File: src/rtl/pe_row_fp8_drain.sv
// Drain stage for the PE row: captures N_COLS BF16 words and requantizes them to FP8 E4M3 (RNE, saturating).
// It then streams the bytes out. Define FP8_SAT_CNT_EN to add the sat_count port.
module pe_row_fp8_drain #(
  parameter int N_COLS = 8,
  parameter int IDX_W  = $clog2(N_COLS)
) (
  input  logic                 clk,
  input  logic                 rst_n,
  input  logic                 cap_valid,
  output logic                 cap_ready,
  input  logic [16*N_COLS-1:0] cap_data,
  output logic                 out_valid,
  input  logic                 out_ready,
  output logic [7:0]           out_data,
  output logic [IDX_W-1:0]     out_col,
  output logic                 out_last,
`ifdef FP8_SAT_CNT_EN
  output logic [15:0]          sat_count,
`endif
  output logic                 busy
);

  typedef enum logic {IDLE, DRAIN} state_e;

  localparam int              LastIdxI = N_COLS - 1;
  localparam logic [IDX_W:0]  NColsC   = N_COLS[IDX_W:0];
  localparam logic [IDX_W:0]  LastIdxC = LastIdxI[IDX_W:0];

  state_e           state_q, state_d;
  logic [IDX_W:0]   idx_q, idx_d;
  logic [15:0]      bank_q [N_COLS];
  logic             out_valid_q, out_valid_d;
  logic [7:0]       out_data_q, out_data_d;
  logic [IDX_W-1:0] out_col_q, out_col_d;
  logic             out_last_q, out_last_d;
  logic             out_sat_q, out_sat_d;
  logic             capFire;
  logic             accept;
  logic             loadEn;
  logic [8:0]       convWord;

  // Bit 8 of the result flags a saturated conversion; bits 7:0 are the E4M3 byte.
  function automatic logic [8:0] convert(input logic [15:0] w);
    logic              s;
    logic [7:0]        e;
    logic signed [9:0] fe;
    logic [3:0]        fm;
    logic              rnd;
    s   = w[15];
    e   = w[14:7];
    fe  = $signed({2'b00, e}) - 10'sd120;
    fm  = {1'b0, w[6:4]};
    rnd = w[3] && ((|w[2:0]) || w[4]);
    fm  = fm + {3'b000, rnd};
    if (fm[3]) begin
      fm = 4'd0;
      fe = fe + 10'sd1;
    end
    if (e == 8'd0) begin
      convert = 9'h000;
    end else if ((e == 8'hFF) || (fe > 10'sd15)) begin
      convert = {1'b1, s, 7'h7F};
    end else if (fe < 10'sd1) begin
      convert = 9'h000;
    end else begin
      convert = {1'b0, s, fe[3:0], fm[2:0]};
    end
  endfunction

  always_comb begin
    state_d     = state_q;
    idx_d       = idx_q;
    out_valid_d = out_valid_q;
    out_data_d  = out_data_q;
    out_col_d   = out_col_q;
    out_last_d  = out_last_q;
    out_sat_d   = out_sat_q;
    cap_ready   = (state_q == IDLE);
    capFire     = cap_valid && cap_ready;
    accept      = out_valid_q && out_ready;
    loadEn      = (state_q == DRAIN) && (!out_valid_q || out_ready) && (idx_q < NColsC);
    convWord    = convert(bank_q[idx_q[IDX_W-1:0]]);

    case (state_q)
      IDLE: begin
        if (capFire) begin
          state_d = DRAIN;
          idx_d   = '0;
        end
      end
      DRAIN: begin
        if (accept && out_last_q) begin
          state_d = IDLE;
        end
      end
      default: state_d = IDLE;
    endcase

    // The output register only advances when empty or being accepted, so held bytes stay stable.
    if (loadEn) begin
      out_valid_d = 1'b1;
      out_data_d  = convWord[7:0];
      out_sat_d   = convWord[8];
      out_col_d   = idx_q[IDX_W-1:0];
      out_last_d  = (idx_q == LastIdxC);
      idx_d       = idx_q + {{IDX_W{1'b0}}, 1'b1};
    end else if (out_ready) begin
      out_valid_d = 1'b0;
    end
  end

  always_ff @(posedge clk or negedge rst_n) begin
    if (!rst_n) begin
      state_q     <= IDLE;
      idx_q       <= '0;
      out_valid_q <= 1'b0;
      out_data_q  <= '0;
      out_col_q   <= '0;
      out_last_q  <= 1'b0;
      out_sat_q   <= 1'b0;
      for (int i = 0; i < N_COLS; i++) begin
        bank_q[i] <= '0;
      end
    end else begin
      state_q     <= state_d;
      idx_q       <= idx_d;
      out_valid_q <= out_valid_d;
      out_data_q  <= out_data_d;
      out_col_q   <= out_col_d;
      out_last_q  <= out_last_d;
      out_sat_q   <= out_sat_d;
      if (capFire) begin
        for (int i = 0; i < N_COLS; i++) begin
          bank_q[i] <= cap_data[16*i +: 16];
        end
      end
    end
  end

`ifdef FP8_SAT_CNT_EN
  logic [15:0] sat_count_q;

  // Counts accepted saturated bytes, sticking at all-ones.
  always_ff @(posedge clk or negedge rst_n) begin
    if (!rst_n) begin
      sat_count_q <= '0;
    end else if (accept && out_sat_q && (sat_count_q != 16'hFFFF)) begin
      sat_count_q <= sat_count_q + 16'd1;
    end
  end

  assign sat_count = sat_count_q;
`else
  logic unusedSat;
  assign unusedSat = out_sat_q;
`endif

  assign out_valid = out_valid_q;
  assign out_data  = out_data_q;
  assign out_col   = out_col_q;
  assign out_last  = out_last_q;
  assign busy      = (state_q != IDLE);

endmodule

File: config.mk
export PLATFORM = sky130hd
export DESIGN_NAME = pe_row_fp8_drain
export DESIGN_NICKNAME = d
export VERILOG_FILES = /design/src/rtl/pe_row_fp8_drain.sv
export SDC_FILE = /design/constraint.sdc
export NUM_CORES = 1
export LEC_CHECK = 0
export CAP_MARGIN = 20
export CORE_UTILIZATION = 46
export CTS_CLUSTER_DIAMETER = 120
export CTS_CLUSTER_SIZE = 12
export DETAILED_ROUTE_END_ITERATION = 8
export HOLD_SLACK_MARGIN = 0.08
export PLACE_DENSITY_LB_ADDON = 0.2
export SYNTH_ARGS = -nofsm -noshare
export SYNTH_HDL_FRONTEND = slang
export SYNTH_SLANG_ARGS = --single-unit
File: constraint.sdc
create_clock -name clk -period 3.2 [get_ports clk]
set_input_delay 0.64 -clock clk [delete_from_list [all_inputs] [get_ports clk]]
set_output_delay 0.64 -clock clk [all_outputs]
set_load 0.01 [all_outputs]
# Word level (Yosys, flattened, before mapping)
# Index checks and enable logic that the tools add are counted.
[word_totals] reg_bits=146 input_bits=132 output_inout_bits=15 word_cells=58
[classes] addsub=4 order_cmp=4 n_eq_ne=3 muxes=16 bitwise_logic=2 reduce_logical=15
[op_table] op="binary-select mux 16 bit (select 3 bit)" n=1
[op_table] op="2-to-1 mux 16 bit" n=2
[op_table] op="2-to-1 mux 8 bit" n=3
[op_table] op="2-to-1 mux 4 bit" n=3
[op_table] op="adder 9 x 2 -> 10 bit (second input constant)" n=1
[op_table] op="greater-than comparator 10 x 5 -> 1 bit (second input constant)" n=1
[op_table] op="< comparator 10 x 2 -> 1 bit (second input constant)" n=1
[op_table] op="2-to-1 mux 10 bit" n=1
[op_table] op="subtractor 8 x 7 -> 9 bit (second input constant)" n=1
[op_table] op="equality test 8 bit (second input constant)" n=1
[op_table] op="logical NOT 8 bit" n=1
[op_table] op="logical AND 1 bit" n=6
[op_table] op="adder 3 x 1 -> 4 bit" n=1
[op_table] op="adder 4 x 1 -> 4 bit (second input constant)" n=1
[op_table] op="equality test 4 x 3 -> 1 bit (second input constant)" n=1
[op_table] op="greater-or-equal comparator 4 bit (second input constant)" n=1
[op_table] op="< comparator 4 bit (second input constant)" n=1
[op_table] op="2-to-1 mux 1 bit" n=4
[op_table] op="NOT 3 -> 4 bit" n=1
[op_table] op="nonzero test 2 bit" n=2
[op_table] op="logical OR 1 bit" n=3
[op_table] op="2-to-1 mux 3 bit" n=1
[op_table] op="OR reduction 3 bit" n=1
[op_table] op="inequality test 2 x 1 -> 1 bit (second input constant)" n=1
[op_table] op="4 further kinds" n=4

# Longest topological paths before layout
[logic_depth] depth_word=13 ltp_mapped=12 ltp_nobuf=9

# Worst setup path after synthesis
# OpenSTA, ideal clock, no wires.
[synth_timing] path_type="reg-to-reg" start="reg idx_q[0]" end="reg out_data_q[0] (netlist: out_data[0])" t_arrival_ps=2958 slack_ps=152 path_stages_with_launch=12 path_buffers=2 period_less_slack_ps=3048 path_cell_list="dfrtp_1 buf_6 buf_6 mux4_2 mux2i_1 inv_1 ha_1 xor2_1 nor4_4 o21ai_2 nand3b_4 o221ai_1"
[synth_via] elab_chain_len=13
[synth_lines] element="start, declared" line="30" text="logic [IDX_W:0] idx_q, idx_d;"
[synth_lines] element="start signal, assigned" line="126" text="idx_q <= idx_d;"
[synth_lines] element="parallel branches: the longest is 13 deep, another holds adder 9 x 2 -> 10 bit"
[synth_lines] element="end signal, assigned" line="128" text="out_data_q <= out_data_d;"
[synth_lines] element="end, declared" line="33" text="logic [7:0] out_data_q, out_data_d;"
# Parallel ways; which one is timed is not known. The select of a mux whose other input is x is not followed.
# A chain may end at the register's enable or synchronous reset.

# Worst setup path after layout
[layout_timing] start="reg idx_q[0]" end="reg out_data_q[4] (netlist: out_data[4])"
# The elaborated chain is that of the path after synthesis.

==> impl_metrics.ini <==
[drt]
wl_met1_mm = 8.16
drtIter0Drc = 490
ant_nets = 0
met3_length_microns = 880
drtPass1Iterations = 7
wl_per_cell_microns = 15.9
via_count = 5763
top_layer = met4
dr_wl_met2_mm = 8.09
vias_per_cell = 5.27
drc = 16
wirelength_mm = 17.4

[power_and_ir_drop]
p_leak_uw = 0.00455
combPwrFrac_pct = 43.2
internal-power_uw = 5820
p_switching_uw = 3480
power_frac_clock_pct = 22.4
p_per_area_nw_per_um2 = 1000
p_seq_share_pct = 34.3
total_power_uw = 9300
irDropWorstVdd_mv = 0.530
switching_share_pct = 37.5

[floorplanning]
dieHeight_microns = 125
num_rows = 44
die_w_microns = 125
start_util_pct = 47.5
fp.dieArea_sq_um = 15600
pin_count = 147
core_sq_um = 14600

[sta]
clock.fmax_mhz = 333
worst_pin_slew_ps = 659
fin_worst_skew_ps = 8.61
setup_slack_ps = 195
slew_violations = 0
hold_viol = 0
post-route-period-util_pct = 93.9
tns_ps = 0
setup_violations = 0
period_needed_ps = 3010
rsz0062_at_grt = no
max_slew_margin_pct = 56.1

[clock_network]
clk_latency_ps = 420
root_buffer = clkbuf_16
hold_buffers = 0
clk_pin_slew_ps = 60
cts_buffers = 17
cts.sinks = 146
cts_tree = done
clock_path_buffers = 2
h-tree-depth = 4

[worst_setup_path]
critical_path_class = flop to flop
reg2reg_to = out_data[4]
rrSetupSlack_ps = 190
path_max_fanout = 27
critPathCaptureType = flop
cp.required_ps = 3480
worstSetupEndpoint = out_data[4]
arrival_ps = 3280
startpoint = idx_q[0]
worstReg2RegStart = idx_q[0]
start_kind = flop
reg2reg_depth = 8

[synth]
yosysSeqAreaShare_pct = 52.5
yosysWarningCount = 0
synth_edf_count = 0
syn-num-nets = 894
synth.cell_area_sq_um = 6960
ys.flop_type = dfrtp_1
synth_area_per_cell_sq_um = 9.21
yosys_register_bits = 146
synth_cell_types = 50
synth_cells = 756
async_flop_share_pct = 100

[global_routing]
antenna_found_initial = 0
grt_pass1_vias = 5858
grt_use_total_pct = 24.0
grt_overflow = 0
grt_first_pass_wirelength_mm = 29.3
grt_max_degree = 129

[placement]
dp_hpwl_mm = 12.3
port_buffers = 146
dp_slack_ps = 102
dpl_cell_area_sq_um = 8650
gp_congestion = 0.897

[layout]
antennaDiodeCount = 0
design_area_sq_um = 9290
fin_nets = 1035
drive_above_1_share_pct = 8.90
area_delta_synth_final_pct = 33.5

[status]
status = finished with violations
violations = DRC

[flow_run]
cap_violations = 0

[hold_path]
hold_path_class = primary input to asynchronous set/reset pin
[stage by stage]
step	util, %	std cells	hold slack (ps)
4_1_cts	63.3	1094	197
6_report	63.5	1094	174
3_5_place_dp	59.1	1062	454
2_1_floorplan	-	756	344
5_1_grt	63.5	1094	230
3_3_place_gp	59.1	1062	452
[worst min path at each step]
stage,slack (ps),to,start,cells after the start
floorplan,340,bank_q[0],rst_n,0
global placement,450,bank_q[37],bank_q[37],2
detailed placement,450,bank_q[35],bank_q[35],2
CTS,200,idx_q[2],rst_n,1
global route,230,bank_q[127],rst_n,1
finish,170,bank_q[127],rst_n,1
[placed cells by master, fill, tap and decap left out, drive strengths merged, types with 5 or more instances in the layout]
cell type | synthesis | layout
nor4 | 8 | 8
o21ai | 8 | 8
mux4 | 24 | 24
nand2 | 414 | 414
nor3 | 8 | 8
and3 | 6 | 6
dfrtp | 146 | 146
inv | 6 | 8
nand2b | 5 | 5
nand3 | 5 | 5
clkbuf | 32 | 18
clkdlybuf4s50 | 0 | 145
nor2 | 8 | 8
a21oi | 7 | 7
mux2i | 15 | 15
o221ai | 7 | 7
clkinv | 0 | 6
buf | 11 | 20
ha | 6 | 6
[routing by layer]
metal,global-route usage (%),vias to the layer above
met1,34.1,2789
li1,-,2775
met5,0,-
met2,37.8,179
met3,4.07,20
met4,7.96,0
[cell usage after synthesis, types with 5 or more instances]
| cell | number | area, sq um |
|---|---|---|
| a21oi_1 | 7 | 35.0 |
| and3_1 | 6 | 37.5 |
| buf_2 | 5 | 25.0 |
| clkbuf_1 | 31 | 116 |
| dfrtp_1 | 146 | 3650 |
| ha_1 | 6 | 75.1 |
| inv_1 | 6 | 22.5 |
| mux2i_1 | 14 | 140 |
| mux4_1 | 9 | 236 |
| mux4_2 | 15 | 338 |
| nand2_1 | 414 | 1550 |
| nand2b_1 | 5 | 31.3 |
| nand3_1 | 5 | 25.0 |
| nor2_1 | 8 | 30.0 |
| nor3_1 | 8 | 40.0 |
| nor4_1 | 6 | 37.5 |
| o21ai_0 | 5 | 25.0 |
| o221ai_1 | 7 | 61.3 |
[cell type report]
type	count	area (sq um)
Timing Repair Buffer	165	1640
Clock buffer	18	429
Inverter	6	22.5
Clock inverter	14	186
Multi-Input combinational cell	561	3130
Fill cell	1167	5350
Tap cell	184	230
Sequential cell	146	3650
[kinds of logic (layout without fill, tap and decap cells)]
| group | Yosys count | after routing | share of synthesized area [%] |
|---|---|---|---|
| AND/OR/NAND/NOR | 467 | 467 | 27.3 |
| AO/OA/AOI/OAI | 43 | 43 | 4.67 |
| adder cells (fa/ha/maj) | 6 | 6 | 1.08 |
| buffers and inverters | 49 | 203 | 3.18 |
| XOR/XNOR | 3 | 3 | 0.378 |
| flip-flops | 146 | 146 | 52.5 |
| multiplexers | 42 | 42 | 10.9 |
[sequential cells by signal, indices dropped and copies added (netlist names)]
name / flops
idx_q: 4
busy: 1
bank_q: 128
out_col: 3
out_valid: 1
out_data: 8
out_last: 1
[power groups by stage]
stage               Clock [uW]  Sequential, uW  Combinational, uW
floorplan                    0            3050               2770
global placement             0            3190               3770
detailed placement           0            3210               3910
CTS                       2110            3200               3960
global route              2180            3290               4450
finish                    2090            3190               4020
[what timing repair did]
item / 4_1_cts / 5_1_grt
setup endpoints to repair: 0 / 8
setup buffers: 0 / 0
gates resized for setup: 0 / 4
[critical path, cell delays in order, from the launching register on]
cell      delay [ps]
dfrtp_2          420
buf_12           180
mux4_1           360
mux2i_1          100
or4_1            760
nor4_4           310
a21oi_1          140
o31ai_4          410
o221ai_1         170
(Power assumes the default switching activity.)
